--- src/rtl/mul_div_unit.sv ---
// Iterative MIPS multiply/divide unit with architectural HI/LO and MTHI/MTLO.
// Define MUL_DIV_FAST_MUL_EN to compute MULT/MULTU in one cycle with a combinational multiplier.
module mul_div_unit #(
  parameter int WIDTH = 32,
  localparam int CNT_W = $clog2(WIDTH) + 1
) (
  input  logic             clk,
  input  logic             rst,
  input  logic             start,
  input  logic [1:0]       op,
  input  logic [WIDTH-1:0] a,
  input  logic [WIDTH-1:0] b,
  input  logic             cancel,
  input  logic             mthi,
  input  logic             mtlo,
  input  logic [WIDTH-1:0] wdata,
  output logic             busy,
  output logic             done,
  output logic [WIDTH-1:0] hi,
  output logic [WIDTH-1:0] lo
);

  localparam logic [1:0] S_IDLE = 2'd0;
  localparam logic [1:0] S_CALC = 2'd1;
  localparam logic [1:0] S_FIX  = 2'd2;

  logic [1:0]       state;
  logic [CNT_W-1:0] cnt;
  logic             div_q, neg_q, neg_r, bzero;
  logic [WIDTH-1:0] acc_hi, acc_lo, opb;

  // op[0] set means unsigned; signed ops run on magnitudes and fix up in FIX
  logic             a_neg, b_neg;
  logic [WIDTH-1:0] a_mag, b_mag;
  assign a_neg = ~op[0] & a[WIDTH-1];
  assign b_neg = ~op[0] & b[WIDTH-1];
  assign a_mag = a_neg ? -a : a;
  assign b_mag = b_neg ? -b : b;

  // Multiply: acc_lo holds the multiplier and shifts right as product bits enter from acc_hi
  logic [WIDTH:0] mul_sum;
  assign mul_sum = {1'b0, acc_hi} + (acc_lo[0] ? {1'b0, opb} : {(WIDTH+1){1'b0}});

  // Divide: acc_hi is the partial remainder, acc_lo shifts dividend out and quotient in
  logic [WIDTH:0]   shifted;
  logic             div_ge;
  logic [WIDTH-1:0] div_diff;
  assign shifted  = {acc_hi, acc_lo[WIDTH-1]};
  assign div_ge   = shifted >= {1'b0, opb};
  assign div_diff = shifted[WIDTH-1:0] - opb;

  logic [2*WIDTH-1:0] prod_mag, prod_res;
`ifdef MUL_DIV_FAST_MUL_EN
  assign prod_mag = {{WIDTH{1'b0}}, acc_lo} * {{WIDTH{1'b0}}, opb};
`else
  assign prod_mag = {acc_hi, acc_lo};
`endif
  assign prod_res = neg_q ? -prod_mag : prod_mag;

  // Divide by zero yields all-ones quotient; remainder path already reconstructs a
  logic [WIDTH-1:0] quo_res, rem_res;
  assign quo_res = bzero ? {WIDTH{1'b1}} : (neg_q ? -acc_lo : acc_lo);
  assign rem_res = neg_r ? -acc_hi : acc_hi;

  assign busy = (state != S_IDLE);

  always_ff @(posedge clk or posedge rst) begin
    if (rst) begin
      state  <= S_IDLE;
      cnt    <= '0;
      div_q  <= 1'b0;
      neg_q  <= 1'b0;
      neg_r  <= 1'b0;
      bzero  <= 1'b0;
      acc_hi <= '0;
      acc_lo <= '0;
      opb    <= '0;
      done   <= 1'b0;
      hi     <= '0;
      lo     <= '0;
    end else begin
      done <= 1'b0;
      case (state)
        S_IDLE: begin
          if (mthi) hi <= wdata;
          if (mtlo) lo <= wdata;
          if (start) begin
            div_q  <= op[1];
            neg_q  <= a_neg ^ b_neg;
            neg_r  <= a_neg;
            bzero  <= (b == '0);
            acc_hi <= '0;
            acc_lo <= a_mag;
            opb    <= b_mag;
            cnt    <= '0;
`ifdef MUL_DIV_FAST_MUL_EN
            state  <= op[1] ? S_CALC : S_FIX;
`else
            state  <= S_CALC;
`endif
          end
        end
        S_CALC: begin
          if (cancel) begin
            state <= S_IDLE;
          end else begin
            cnt <= cnt + 1'b1;
            if (div_q) begin
              acc_hi <= div_ge ? div_diff : shifted[WIDTH-1:0];
              acc_lo <= {acc_lo[WIDTH-2:0], div_ge};
            end else begin
              acc_hi <= mul_sum[WIDTH:1];
              acc_lo <= {mul_sum[0], acc_lo[WIDTH-1:1]};
            end
            if (cnt == CNT_W'(WIDTH - 1)) state <= S_FIX;
          end
        end
        S_FIX: begin
          state <= S_IDLE;
          if (!cancel) begin
            done <= 1'b1;
            if (div_q) {hi, lo} <= {rem_res, quo_res};
            else       {hi, lo} <= prod_res;
          end
        end
        default: state <= S_IDLE;
      endcase
    end
  end

endmodule

--- config.mk ---
export PLATFORM = sky130hd
export DESIGN_NAME = mul_div_unit
export DESIGN_NICKNAME = d
export VERILOG_FILES = /design/src/rtl/mul_div_unit.sv
export SDC_FILE = /design/constraint.sdc
export NUM_CORES = 1
export LEC_CHECK = 0
export BUFFER_PORTS_ARGS = -buffer_cell sky130_fd_sc_hd__clkbuf_2
export CORE_MARGIN = 2
export CORE_UTILIZATION = 50
export CTS_CLUSTER_DIAMETER = 80
export DETAILED_ROUTE_END_ITERATION = 6
export PLACE_DENSITY = 0.7
export RECOVER_POWER = 25
export SLEW_MARGIN = 30
export SYNTH_ARGS = -nofsm -noshare
export SYNTH_HDL_FRONTEND = slang
export SYNTH_SLANG_ARGS = --single-unit
--- constraint.sdc ---
create_clock -name clk -period 7.41 [get_ports clk]
set_input_delay 1.482 -clock clk [delete_from_list [all_inputs] [get_ports clk]]
set_output_delay 1.482 -clock clk [all_outputs]
set_load 0.03 [all_outputs]
Word-level counts from Yosys, hierarchy flattened

Index checks and enable logic that the tools add are counted.

Reduce and logical (&&, ||, !) cells: 10
Bitwise logic cells: 4
Multiply operators: 0
Equality and inequality tests: 9
Add/subtract/negate cells: 8
Muxes and demuxes: 33
Divide/modulo/power cells: 0
Shift-type cells: 0
Magnitude comparators: 1

Operator list:

| operator                                                              | count |
|---|---|
| 32-bit 2-to-1 mux                                                     | 19 |
| 32-bit one-hot mux with 2 select lines                                | 4 |
| 32-bit negation                                                       | 4 |
| 64-bit 2-to-1 mux                                                     | 1 |
| 64-bit negation                                                       | 1 |
| 32-bit by 32-bit adder with 33-bit output                             | 1 |
| 33-bit by 32-bit greater-or-equal comparator with 1-bit output        | 1 |
| 32-bit zero test                                                      | 1 |
| 32-bit subtractor                                                     | 1 |
| 6-bit 2-to-1 mux                                                      | 2 |
| 6-bit one-hot mux with 2 select lines                                 | 1 |
| 2-bit != test, second input constant                                  | 5 |
| 3-bit AND reduction                                                   | 3 |
| 6-bit by 1-bit adder with 6-bit output, second input constant         | 1 |
| 6-bit by 5-bit equality test with 1-bit output, second input constant | 1 |
| 2-bit 2-to-1 mux                                                      | 3 |
| 2-bit nonzero test                                                    | 3 |
| 2-bit one-hot mux with 2 select lines                                 | 1 |
| 2-bit AND reduction                                                   | 2 |
| 3-bit != test, second input constant                                  | 1 |
| 1-bit AND                                                             | 2 |
| 2-bit by 1-bit equality test with 1-bit output, second input constant | 1 |
| 2-bit equality test, second input constant                            | 1 |
| 2-bit zero test                                                       | 1 |
| 3 further kinds                                                       | 4 |

Input port bits: 104
Output and inout port bits: 66
Logic and storage cells: 77
Memories kept: 0
Bits in read-only memories: 0
Flip-flop bits (word level): 173
Latch bits: 0
Bits in writable memories: 0

Depth between registers and ports, before layout

Gate-level depths: netlist of the first run.

Depth after elaboration: 6
Mapped depth: 14
Depth with buffers taken out: 13

Least setup slack after synthesis of the first run

OpenSTA, ideal clock, no wires.

Kind: input-to-reg
From: input a[12]
To: register acc_lo[29]
Cell stages on the path: 9
Setup slack: 3.601 ns
Path buffers: 0
Library setup time: 0.142 ns
Arrival time: 3.667 ns
Data required time: 7.268 ns
Path through: or4_1 -> or3_1 -> or3_1 -> or2_2 -> nor2b_1 -> nand2_1 -> o21ai_0 -> xor2_1 -> o221ai_1

Cells in the longest elaborated chain, start to end: 4

Ends and longest elaborated chain:

| element                                | RTL line | text |
|---|---|---|
| start, declared                        | 11       | `input logic [WIDTH-1:0] a,` |
| 32-bit negation                        | 37       | `assign a_mag = a_neg ? -a : a;` |
| 32-bit 2-to-1 mux                      | 37       |  |
| 32-bit 2-to-1 mux                      | 87       | `if (start) begin` |
| 32-bit one-hot mux with 2 select lines | 83       | `case (state)` |
| end signal, assigned                   | 93       | `acc_lo <= a_mag;` |
| end signal, assigned                   | 110      | `acc_lo <= {acc_lo[WIDTH-2:0], div_ge};` |
| end signal, assigned                   | 113      | `acc_lo <= {mul_sum[0], acc_lo[WIDTH-1:1]};` |
| end, declared                          | 30       | `logic [WIDTH-1:0] acc_hi, acc_lo, opb;` |

Every way passes these cells. The select of a mux whose other input is x is not followed.
A chain may end at the register's enable or synchronous reset.

==> out/metrics.csv, run 1 <==
metric,value,unit
Final setup viols,0,
critical path arrival,4260,ps
Startpoint Class,primary input,
top fanout value on the critical path,105,
core area,27900,um^2
"FF+latch count, synth",173,
"Slowest-stage cell, CP",clkinvlp_2,
number of global-route vias before repair,13100,
Slew @ Worst Pin,4730,ps
maximum vdd drop,216,uV
syn nets,1994,
CTS Buf Count,17,
die width,173,um
largest family of logic cells by synthesized area,compound AO/OA/AOI/OAI gates,
Top delay family on crit path,buffers and inverters,
CTS tree,done,
grt ovf,0,
r2r startpoint,acc_lo[0],
clock latency on the worst-skew pair,460,ps
Avg Vias per Cell,6.16,
P&R area growth vs syn,11.8,%
filler instances,2676,
largest stage delay on the critical path,2620,ps
die area,29900,um^2
share of layout cells above drive strength 1,0.131,
placed cell area,15300,um^2
R2R depth,12,
ANT nets after route,0,
Async SR Flop Fraction,1.00,
total negative slack,0,ps
# IOs,170,
first-pass GRT wire length,72.1,mm
Slew HR,-2.17,
Pleak,7.05,nW
clk root buf,clkbuf_16,
final core occ,0.571,
synthesized area per cell,7.85,um^2
post-cts resize count,0,
diodes inserted,0,
Synthesis Warnings,0,
post-synth cell types,82,
CP required,7130,ps
Nets,2097,
Fmax,0.221,GHz
clk sinks,173,
CTS Buffer Depth,2,
critical path launch point,rst,
final setup margin,2880,ps
crit path cell chain,clkbuf_2 -> clkinvlp_2,
Stages on worst setup path,2,
Worst Skew,15.7,ps
number of buffers added for setup after CTS,0,
DRT Pass-1 Iters,6,
Worst Hold Class,reg -> reg,
Post-Synth Adder-Cell Area,0.0633,
Buffers & Inverters on Critical Path,2,
Simple-Gate Fraction of Synth Area,0.183,
1st-iter DRT viols,1413,
largest net degree at the start of global routing,106,
endpoint class of the critical path,asynchronous set/reset pin,
Die Y-Extent,173,um
Cell Pwr Density,374,nW/um^2
Post-Synth XOR/XNOR Area,0.107,
PortBufs,169,
DR vias,14200,
# rows,61,
Place WS,3220,ps
sequential area share after synthesis,0.303,
Post-synth EDFFs,0,
hold bufs inserted after CTS,0,
critical setup path kind,in -> async,
Total Wirelength,45.2,mm
routed length per placed instance,19.5,um
Worst Hold Launch,opb[28],
H-tree depth,4,
Max Cap Viol,1,
final-report hold violation count,0,
total track usage,0.299,
Post-Synthesis Cells,1819,
Tcrit/Tclk final,0.612,
violated checks,"max-capacitance violations, max-slew violations",
clock transition at the registers of the reported paths,80,ps
post-detail-place hpwl,33.9,mm
multiplexer share of the synthesized area,0.0325,
Initial Util,0.511,
Most used DFF post-synth,dfrtp_1,
GPL Wtd Cong,1.02,
mapped cell area,14300,um^2
DRC,0,
Min-Delay Path Depth,2,
Final min period,4530,ps
"Slew Viols, Final",106,
design area,16000,um^2
Synth Area in Compound Gates,0.262,
status,finished with violations,
RSZ-0062 raised after global routing,false,
initial antenna violation count,1,
where the power goes:
| group | internal (mW) | switching, mW | leakage [nW] |
|---|---|---|---|
| sequential | 1.19 | 0.452 | 2.13 |
| combinational | 1.30 | 2.05 | 4.62 |
| clock | 0.467 | 0.502 | 0.304 |
cell usage in the layout, fill, tap and decap left out, types with 4 or more instances in the layout:
master     count
o21ai_0      239
nand2_1      215
dfrtp_1      172
clkbuf_2     169
a21oi_1      168
nor2_1       135
xnor2_1      106
xor2_1        69
ha_1          69
inv_1         65
mux2i_1       43
o22ai_1       35
nand3_1       28
nor3_1        27
a21o_1        27
a31oi_1       23
and3_1        21
o31ai_1       21
o211ai_1      21
clkbuf_16     17
nor4_1        15
and2_1        14
nand4_1       14
nand2b_1      14
o41ai_1       14
a211oi_1      13
or4_1         12
or3_1         12
buf_4         12
nor2b_1       11
o21bai_1      11
a22oi_1       10
clkinv_8       9
o221ai_1       7
or2_2          5
a211o_1        5
nand3b_1       5
nor3b_1        4
cells by family after synthesis:
kind of cell	Yosys count
and+or+nand+nor	558
DFF	173
xor gates and xnor gates	175
adders and majority gates	71
AOI/OAI and AO/OA	629
muxes	46
buffers and inverters	167
Yosys cell counts (all sizes together), types with 4 or more instances:
cell | instances | share of area
mux2i | 43 | 0.030
o31ai | 22 | 0.013
o211ai | 21 | 0.011
o221ai | 7 | 0.0043
clkbuf | 87 | 0.024
nor2b | 14 | 0.0061
a21oi | 171 | 0.060
inv | 66 | 0.017
a31oi | 23 | 0.010
xor2 | 69 | 0.042
nand3 | 28 | 0.0098
nand4 | 14 | 0.0061
o21ai | 240 | 0.084
nor2 | 138 | 0.037
a211oi | 13 | 0.0068
a21o | 27 | 0.014
o41ai | 17 | 0.012
o22ai | 35 | 0.015
or2 | 5 | 0.0022
nand2 | 218 | 0.057
dfrtp | 173 | 0.30
nor4 | 16 | 0.0070
buf | 10 | 0.0049
nand3b | 5 | 0.0026
nor3 | 27 | 0.0095
xnor2 | 106 | 0.065
o21a | 4 | 0.0026
or3 | 15 | 0.0071
and2 | 14 | 0.0061
or4 | 14 | 0.0079
nor3b | 4 | 0.0021
a211o | 6 | 0.0038
o21bai | 11 | 0.0058
and3 | 21 | 0.0092
a22oi | 10 | 0.0053
ha | 69 | 0.060
nand2b | 15 | 0.0066
flip-flops by register name (all words and copies together) (netlist names):
register and count:
acc_hi 32, acc_lo 32, bzero 1, cnt 6, div_q 1, done 1, hi 32, lo 32
neg_q 1, neg_r 1, opb 32, state 2
final cells by class:
| cell class | count | area, um^2 | share of cell area |
|---|---|---|---|
| clock buffer | 17 | 425 | 0.0266 |
| clock inverter | 15 | 211 | 0.0132 |
| inverter | 68 | 256 | 0.0161 |
| multi-input combinational | 1479 | 9320 | 0.584 |
| sequential | 173 | 4330 | 0.271 |
| tap | 378 | 473 | 0.0296 |
| timing repair buffer | 183 | 951 | 0.0596 |
per-stage QoR:
| stage | hold slack (ps) | std cells | total power, mW |
|---|---|---|---|
| 2_1_floorplan | 450 | 1819 | 4.02 |
| 3_3_place_gp | 461 | 2281 | 4.86 |
| 3_5_place_dp | 470 | 2281 | 4.92 |
| 4_1_cts | 488 | 2313 | 5.89 |
| 5_1_grt | 509 | 2313 | 6.38 |
| 6_report | 485 | 2313 | 5.97 |
final timing paths:
kind | to | slack, ps
max in group clk | acc_hi[27] | 3430
setup reg to reg | acc_hi[27] | 3430
hold / removal | opb[28] | 490
setup / recovery | opb[19] | 2880
hold reg to reg | opb[28] | 490
min in group asynchronous | done | 2450
per-layer routing:
layer | GRT usage | up-vias | wire, um
met5 | 0 | - | 13
met4 | 0.0946 | 2 | 1350
met3 | 0.0482 | 72 | 3810
met2 | 0.453 | 672 | 19400
met1 | 0.437 | 6748 | 20600
li1 | - | 6752 | -
No activity file was read; power rests on OpenSTA's default activity.
==> run 2: changes to the inputs <==
--- a/config.mk
+++ b/config.mk
@@ -10,7 +10,7 @@
 export CORE_UTILIZATION = 50
 export CTS_CLUSTER_DIAMETER = 80
 export DETAILED_ROUTE_END_ITERATION = 6
-export PLACE_DENSITY = 0.7
+export PLACE_DENSITY = 0.73
 export RECOVER_POWER = 25
 export SLEW_MARGIN = 30
 export SYNTH_ARGS = -nofsm -noshare
==> constraint.sdc (replaced) <==
create_clock -name clk -period 3.74 [get_ports clk]
set_input_delay 0.748 -clock clk [delete_from_list [all_inputs] [get_ports clk]]
set_output_delay 0.748 -clock clk [all_outputs]
set_load 0.03 [all_outputs]
==> run 2 against run 1 <==
Net effect: the flow still finishes with violations (max-capacitance violations, max-slew violations); power up 100%; via count up 0.54%; setup slack worse by 2700 ps; sequential share of layout area down 0.40 points; core utilization up 0.85 points; final area up 1.5%; global-route usage up 0.68 points; register-to-register slack worse by 3300 ps; critical path depth up 10; flip-flop and latch count unchanged; first-iteration DRC count up 0.28%; critical endpoint is now acc_hi[27].
==> out/metrics.csv, run 2 (synthesized netlist as in run 1, its figures left out) <==
metric,value,unit,change
"commonest cells after routing, fill and taps aside","o21ai_0, nand2_1, dfrtp_1, clkbuf_2, a21oi_1",,unchanged
critical path launch point,acc_lo[0],,was rst
CTS tree,done,,unchanged
share of layout cells above drive strength 1,0.144,,was 0.131
diodes inserted,0,,unchanged
grt ovf,0,,unchanged
P&R area growth vs syn,13.4,%,was 11.8%
total negative slack,0,ps,unchanged
DRT Pass-1 Iters,6,,unchanged
number of global-route vias before repair,13300,,was 13100
clk root buf,clkbuf_16,,unchanged
first-pass GRT wire length,73.6,mm,was 72.1 mm
post-detail-place hpwl,36.2,mm,was 33.9 mm
1st-iter DRT viols,1417,,was 1413
Pleak,7.22,nW,was 7.05 nW
Fmax,0.279,GHz,
Avg Vias per Cell,6.11,,was 6.16
placed cell area,15600,um^2,was 15300 um^2
Worst Skew,13.3,ps,was 15.7 ps
Cells after DPL,2314,,was 2281
Initial Util,0.511,,unchanged
Post-Layout Cell Count,2346,,was 2313
DRC,0,,unchanged
critical path arrival,3870,ps,was 4260 ps
hold_ws,430,ps,was 485 ps
Tcrit/Tclk final,0.957,,
final-report hold violation count,0,,unchanged
CTS Buffer Depth,2,,unchanged
CTS Buf Count,17,,unchanged
Worst Hold Class,in -> async,,was reg -> reg
Die Y-Extent,173,um,unchanged
"Slew Viols, Final",69,,was 106
largest net degree at the start of global routing,106,,unchanged
H-tree depth,4,,unchanged
GPL Wtd Cong,1.03,,was 1.02
status,finished with violations,,unchanged
Max Used Layer,met4,,was met5
Tot Pwr,12.1,mW,was 5.97 mW
Max Cap Viol,1,,unchanged
Startpoint Class,register,,was primary input
"most common cell after layout, fill and taps aside",o21ai_0,,unchanged
number of buffers added for setup after CTS,0,,unchanged
CP required,4030,ps,was 7130 ps
final setup margin,161,ps,was 2880 ps
die area,29900,um^2,unchanged
total track usage,0.306,,was 0.299
core area,27900,um^2,unchanged
filler instances,2645,,was 2676
violated checks,"max-capacitance violations, max-slew violations",,unchanged
Cell Pwr Density,748,nW/um^2,was 374 nW/um^2
WL met2,19.9,mm,was 19.4 mm
hold bufs inserted after CTS,0,,unchanged
Final min period,3580,ps,
DR vias,14300,,was 14200
PortBufs,169,,unchanged
DRT met1 WL,21.2,mm,was 20.6 mm
critical setup path kind,reg -> reg,,was in -> async
Final setup viols,0,,unchanged
Slew @ Worst Pin,1680,ps,was 4730 ps
die width,173,um,unchanged
Nets,2130,,was 2097
# IOs,170,,unchanged
Total Wirelength,46.3,mm,was 45.2 mm
maximum vdd drop,391,uV,was 216 uV
clock transition at the registers of the reported paths,80,ps,about the same
design area,16200,um^2,was 16000 um^2
RSZ-0062 raised after global routing,false,,unchanged
final core occ,0.580,,was 0.571
Place WS,255,ps,was 3220 ps
post-cts resize count,0,,unchanged
# rows,61,,unchanged
clock latency on the worst-skew pair,440,ps,was 460 ps
Slew HR,-0.120,,was -2.17
met3 routed WL,3.84,mm,was 3.81 mm
endpoint class of the critical path,register,,was asynchronous set/reset pin
r2r startpoint,acc_lo[0],,unchanged
ANT nets after route,0,,unchanged
top fanout value on the critical path,11,,was 105
clk sinks,173,,unchanged
routed length per placed instance,19.7,um,was 19.5 um
initial antenna violation count,0,,was 1
## run 2: changes by cell type in the layout (fill, tap and decap cells not counted), moves of 2 or more
cell,delta
buf_4,+32
clkinv_8,-5
clkinvlp_4,+2
buf_12,+2
nand2_1,+2
nand2_2,-2
## run 2: power by group
group / switching (mW) / leakage, nW / internal, mW
Sequential: 0.823 / 2.13 / 2.37
Combinational: 4.29 / 4.79 / 2.74
Clock: 0.920 / 0.295 / 0.970
Total: 6.04 / 7.22 / 6.07
## run 2: critical path, cell delays in order, from the launching register on
cell and delay, ps:
dfrtp_1 400, clkinv_1 360, nor2_1 230, ha_1 310
o211ai_1 180, a21oi_1 90, o41a_1 450, a21oi_1 280
nor3_1 120, o41a_1 440, a21boi_0 270, xor2_1 190
o221ai_1 120
## run 2: per-layer routing
layer / up-vias / GRT usage
li1: 6838 / -
met1: 6736 / 0.447
met2: 672 / 0.457
met3: 77 / 0.0488
met4: 0 / 0.111
met5: - / 0
## run 2: area by class of cell
type                            instances  area (um^2)  area share
Clock buffer                           17          425      0.0263
Timing Repair Buffer                  216         1220      0.0754
Multi-Input combinational cell       1479         9300       0.574
Clock inverter                         15          195      0.0120
Inverter                               68          256      0.0158
Tap cell                              378          473      0.0292
Sequential cell                       173         4330       0.267
## run 2: worst paths after layout
kind / end / slack [ps] / cells past startpoint
min reg2reg: opb[7] / 480 / 2
max: acc_hi[27] / 160 / 12
min: hi[7] / 430 / 3
max reg2reg: acc_hi[27] / 160 / 12
max in group asynchronous: lo[10] / 1770 / 3
min in group clk: opb[7] / 480 / 2
==> run 3: changes to the inputs <==
--- a/config.mk
+++ b/config.mk
@@ -10,6 +10,7 @@
 export CORE_UTILIZATION = 50
 export CTS_CLUSTER_DIAMETER = 80
 export DETAILED_ROUTE_END_ITERATION = 6
+export GPL_TIMING_DRIVEN = 0
 export PLACE_DENSITY = 0.73
 export RECOVER_POWER = 25
 export SLEW_MARGIN = 30
==> run 3 against run 2 <==
Net effect: critical endpoint is now acc_hi[4]; cell count rose by 2.6%; largest power group unchanged; count of clock-buffer cells in the layout did not move; non-clock buffer count grew 61; the run still ends with max-capacitance violations, max-slew violations left.
==> out/metrics.csv, run 3 (synthesized netlist as in run 1, its figures left out) <==
metric,value,unit,change
critical path launch point,acc_hi[11],,was acc_lo[0]
total track usage,0.325,,was 0.306
violated checks,"max-capacitance violations, max-slew violations",,unchanged
top fanout value on the critical path,10,,was 11
crit path cell chain,ha_1 -> a211oi_1 -> o211ai_1 -> a41o_1 -> a211oi_2 -> o21ai_1 -> a211o_1 -> clkbuf_4 -> clkbuf_2 -> o21ai_0 -> o211ai_1 -> a21oi_1,,was clkinv_1 -> nor2_1 -> ha_1 -> o211ai_1 -> a21oi_1 -> o41a_1 -> a21oi_1 -> nor3_1 -> o41a_1 -> a21boi_0 -> xor2_1 -> o221ai_1
post-detail-place hpwl,39.3,mm,was 36.2 mm
DR vias,14900,,was 14300
die width,173,um,unchanged
share of layout cells above drive strength 1,0.127,,was 0.144
clock transition at the registers of the reported paths,80,ps,about the same
endpoint class of the critical path,register,,unchanged
hold bufs inserted after CTS,0,,unchanged
first-pass GRT wire length,77.5,mm,was 73.6 mm
diodes inserted,0,,unchanged
largest net degree at the start of global routing,32,,was 106
DRT Pass-1 Iters,5,,was 6
# IOs,170,,unchanged
grt ovf,0,,unchanged
Slew HR,-0.0618,,was -0.120
Initial Util,0.511,,unchanged
total negative slack,0,ps,unchanged
"Slowest-stage cell, CP",dfrtp_1,,was o41a_1
Worst Skew,16.1,ps,was 13.3 ps
Worst Hold Class,in -> async,,unchanged
PortBufs,169,,unchanged
H-tree depth,4,,unchanged
ANT nets after route,0,,unchanged
final-report hold violation count,0,,unchanged
Startpoint Class,register,,unchanged
Slew @ Worst Pin,1590,ps,was 1680 ps
number of global-route vias before repair,14000,,was 13300
status,finished with violations,,unchanged
R2R setup slack,160,ps,about the same
RSZ-0062 raised after global routing,false,,unchanged
CTS Buffer Depth,2,,unchanged
Tcrit/Tclk final,0.958,,was 0.957
1st-iter DRT viols,1532,,was 1417
# rows,61,,unchanged
CTS tree,done,,unchanged
Critical Path Most Common Cell,o211ai_1,,
clk sinks,173,,unchanged
hold_ws,290,ps,was 430 ps
Cell Pwr Density,739,nW/um^2,was 748 nW/um^2
Final min period,3580,ps,about the same
P&R area growth vs syn,14.8,%,was 13.4%
final core occ,0.587,,was 0.580
routed length per placed instance,20.4,um,was 19.7 um
Top delay family on crit path,compound AO/OA/AOI/OAI gates,,unchanged
Place WS,-620,ps,was 255 ps
Die Y-Extent,173,um,unchanged
GPL Wtd Cong,0.997,,was 1.03
Fmax,0.279,GHz,about the same
"most common cell after layout, fill and taps aside",o21ai_0,,unchanged
die area,29900,um^2,unchanged
"commonest cells after routing, fill and taps aside","o21ai_0, nand2_1, clkbuf_2, dfrtp_1, a21oi_1",,"was o21ai_0, nand2_1, dfrtp_1, clkbuf_2, a21oi_1"
"Slew Viols, Final",32,,was 69
Final setup viols,0,,unchanged
Max Cap Viol,1,,unchanged
core area,27900,um^2,unchanged
final setup margin,158,ps,was 161 ps
clk root buf,clkbuf_16,,unchanged
clock latency on the worst-skew pair,460,ps,was 440 ps
critical path arrival,3960,ps,was 3870 ps
Pleak,7.23,nW,was 7.22 nW
r2r startpoint,acc_hi[11],,was acc_lo[0]
maximum vdd drop,383,uV,was 391 uV
Post-Layout Cell Count,2407,,was 2346
critical setup path kind,reg -> reg,,unchanged
Avg Vias per Cell,6.18,,was 6.11
Total Wirelength,49.1,mm,was 46.3 mm
Buffers & Inverters on Critical Path,2,,was 1
DRC,0,,unchanged
initial antenna violation count,0,,unchanged
CP required,4120,ps,was 4030 ps
largest stage delay on the critical path,530,ps,was 450 ps
Cells after DPL,2374,,was 2314
CTS Buf Count,17,,unchanged
Nets,2191,,was 2130
==> run 3: path summary, 6_finish.rpt <==
kind,to,cells past startpoint
worst min-delay path,acc_hi[7],2
min in group clk,opb[21],2
worst max register to register,acc_hi[4],12
worst max-delay path,acc_hi[4],12
max in group asynchronous,acc_lo[0],4
worst min register to register,opb[21],2
==> run 3: cell type report <==
class	count	area, um^2
Clock buffer	17	425
Clock inverter	15	208
Buffer	99	450
Timing Repair Buffer	178	947
Sequential cell	173	4330
Multi-Input combinational cell	1479	9290
Inverter	68	259
Fill cell	2644	11500
Tap cell	378	473
==> run 3: power breakdown <==
part | switching, mW | internal [mW]
Clock | 0.966 | 0.984
Combinational | 4.27 | 2.66
Sequential | 0.862 | 2.37
==> run 3: what timing repair did <==
action                                  CTS  global route
cloned                                    0             0
resized for setup                        13            18
buffers inserted                          1             0
endpoints found under the setup margin   35            26
pin swaps                                 1             1
==> run 3: per-stage QoR <==
step | power [mW] | area, um^2
finish | 12.1 | 16400
global route | 12.9 | 16400
CTS | 11.9 | 16500
detailed placement | 9.92 | 15800
global placement | 9.76 | 15600
floorplan | 7.97 | 14300
==> run 3: routing by layer <==
metal,track usage,vias up,routed length [um]
met5,0,-,0
met4,0.130,0,1890
met3,0.0627,114,4690
met2,0.503,787,21400
met1,0.448,7020,21100
li1,-,6955,-
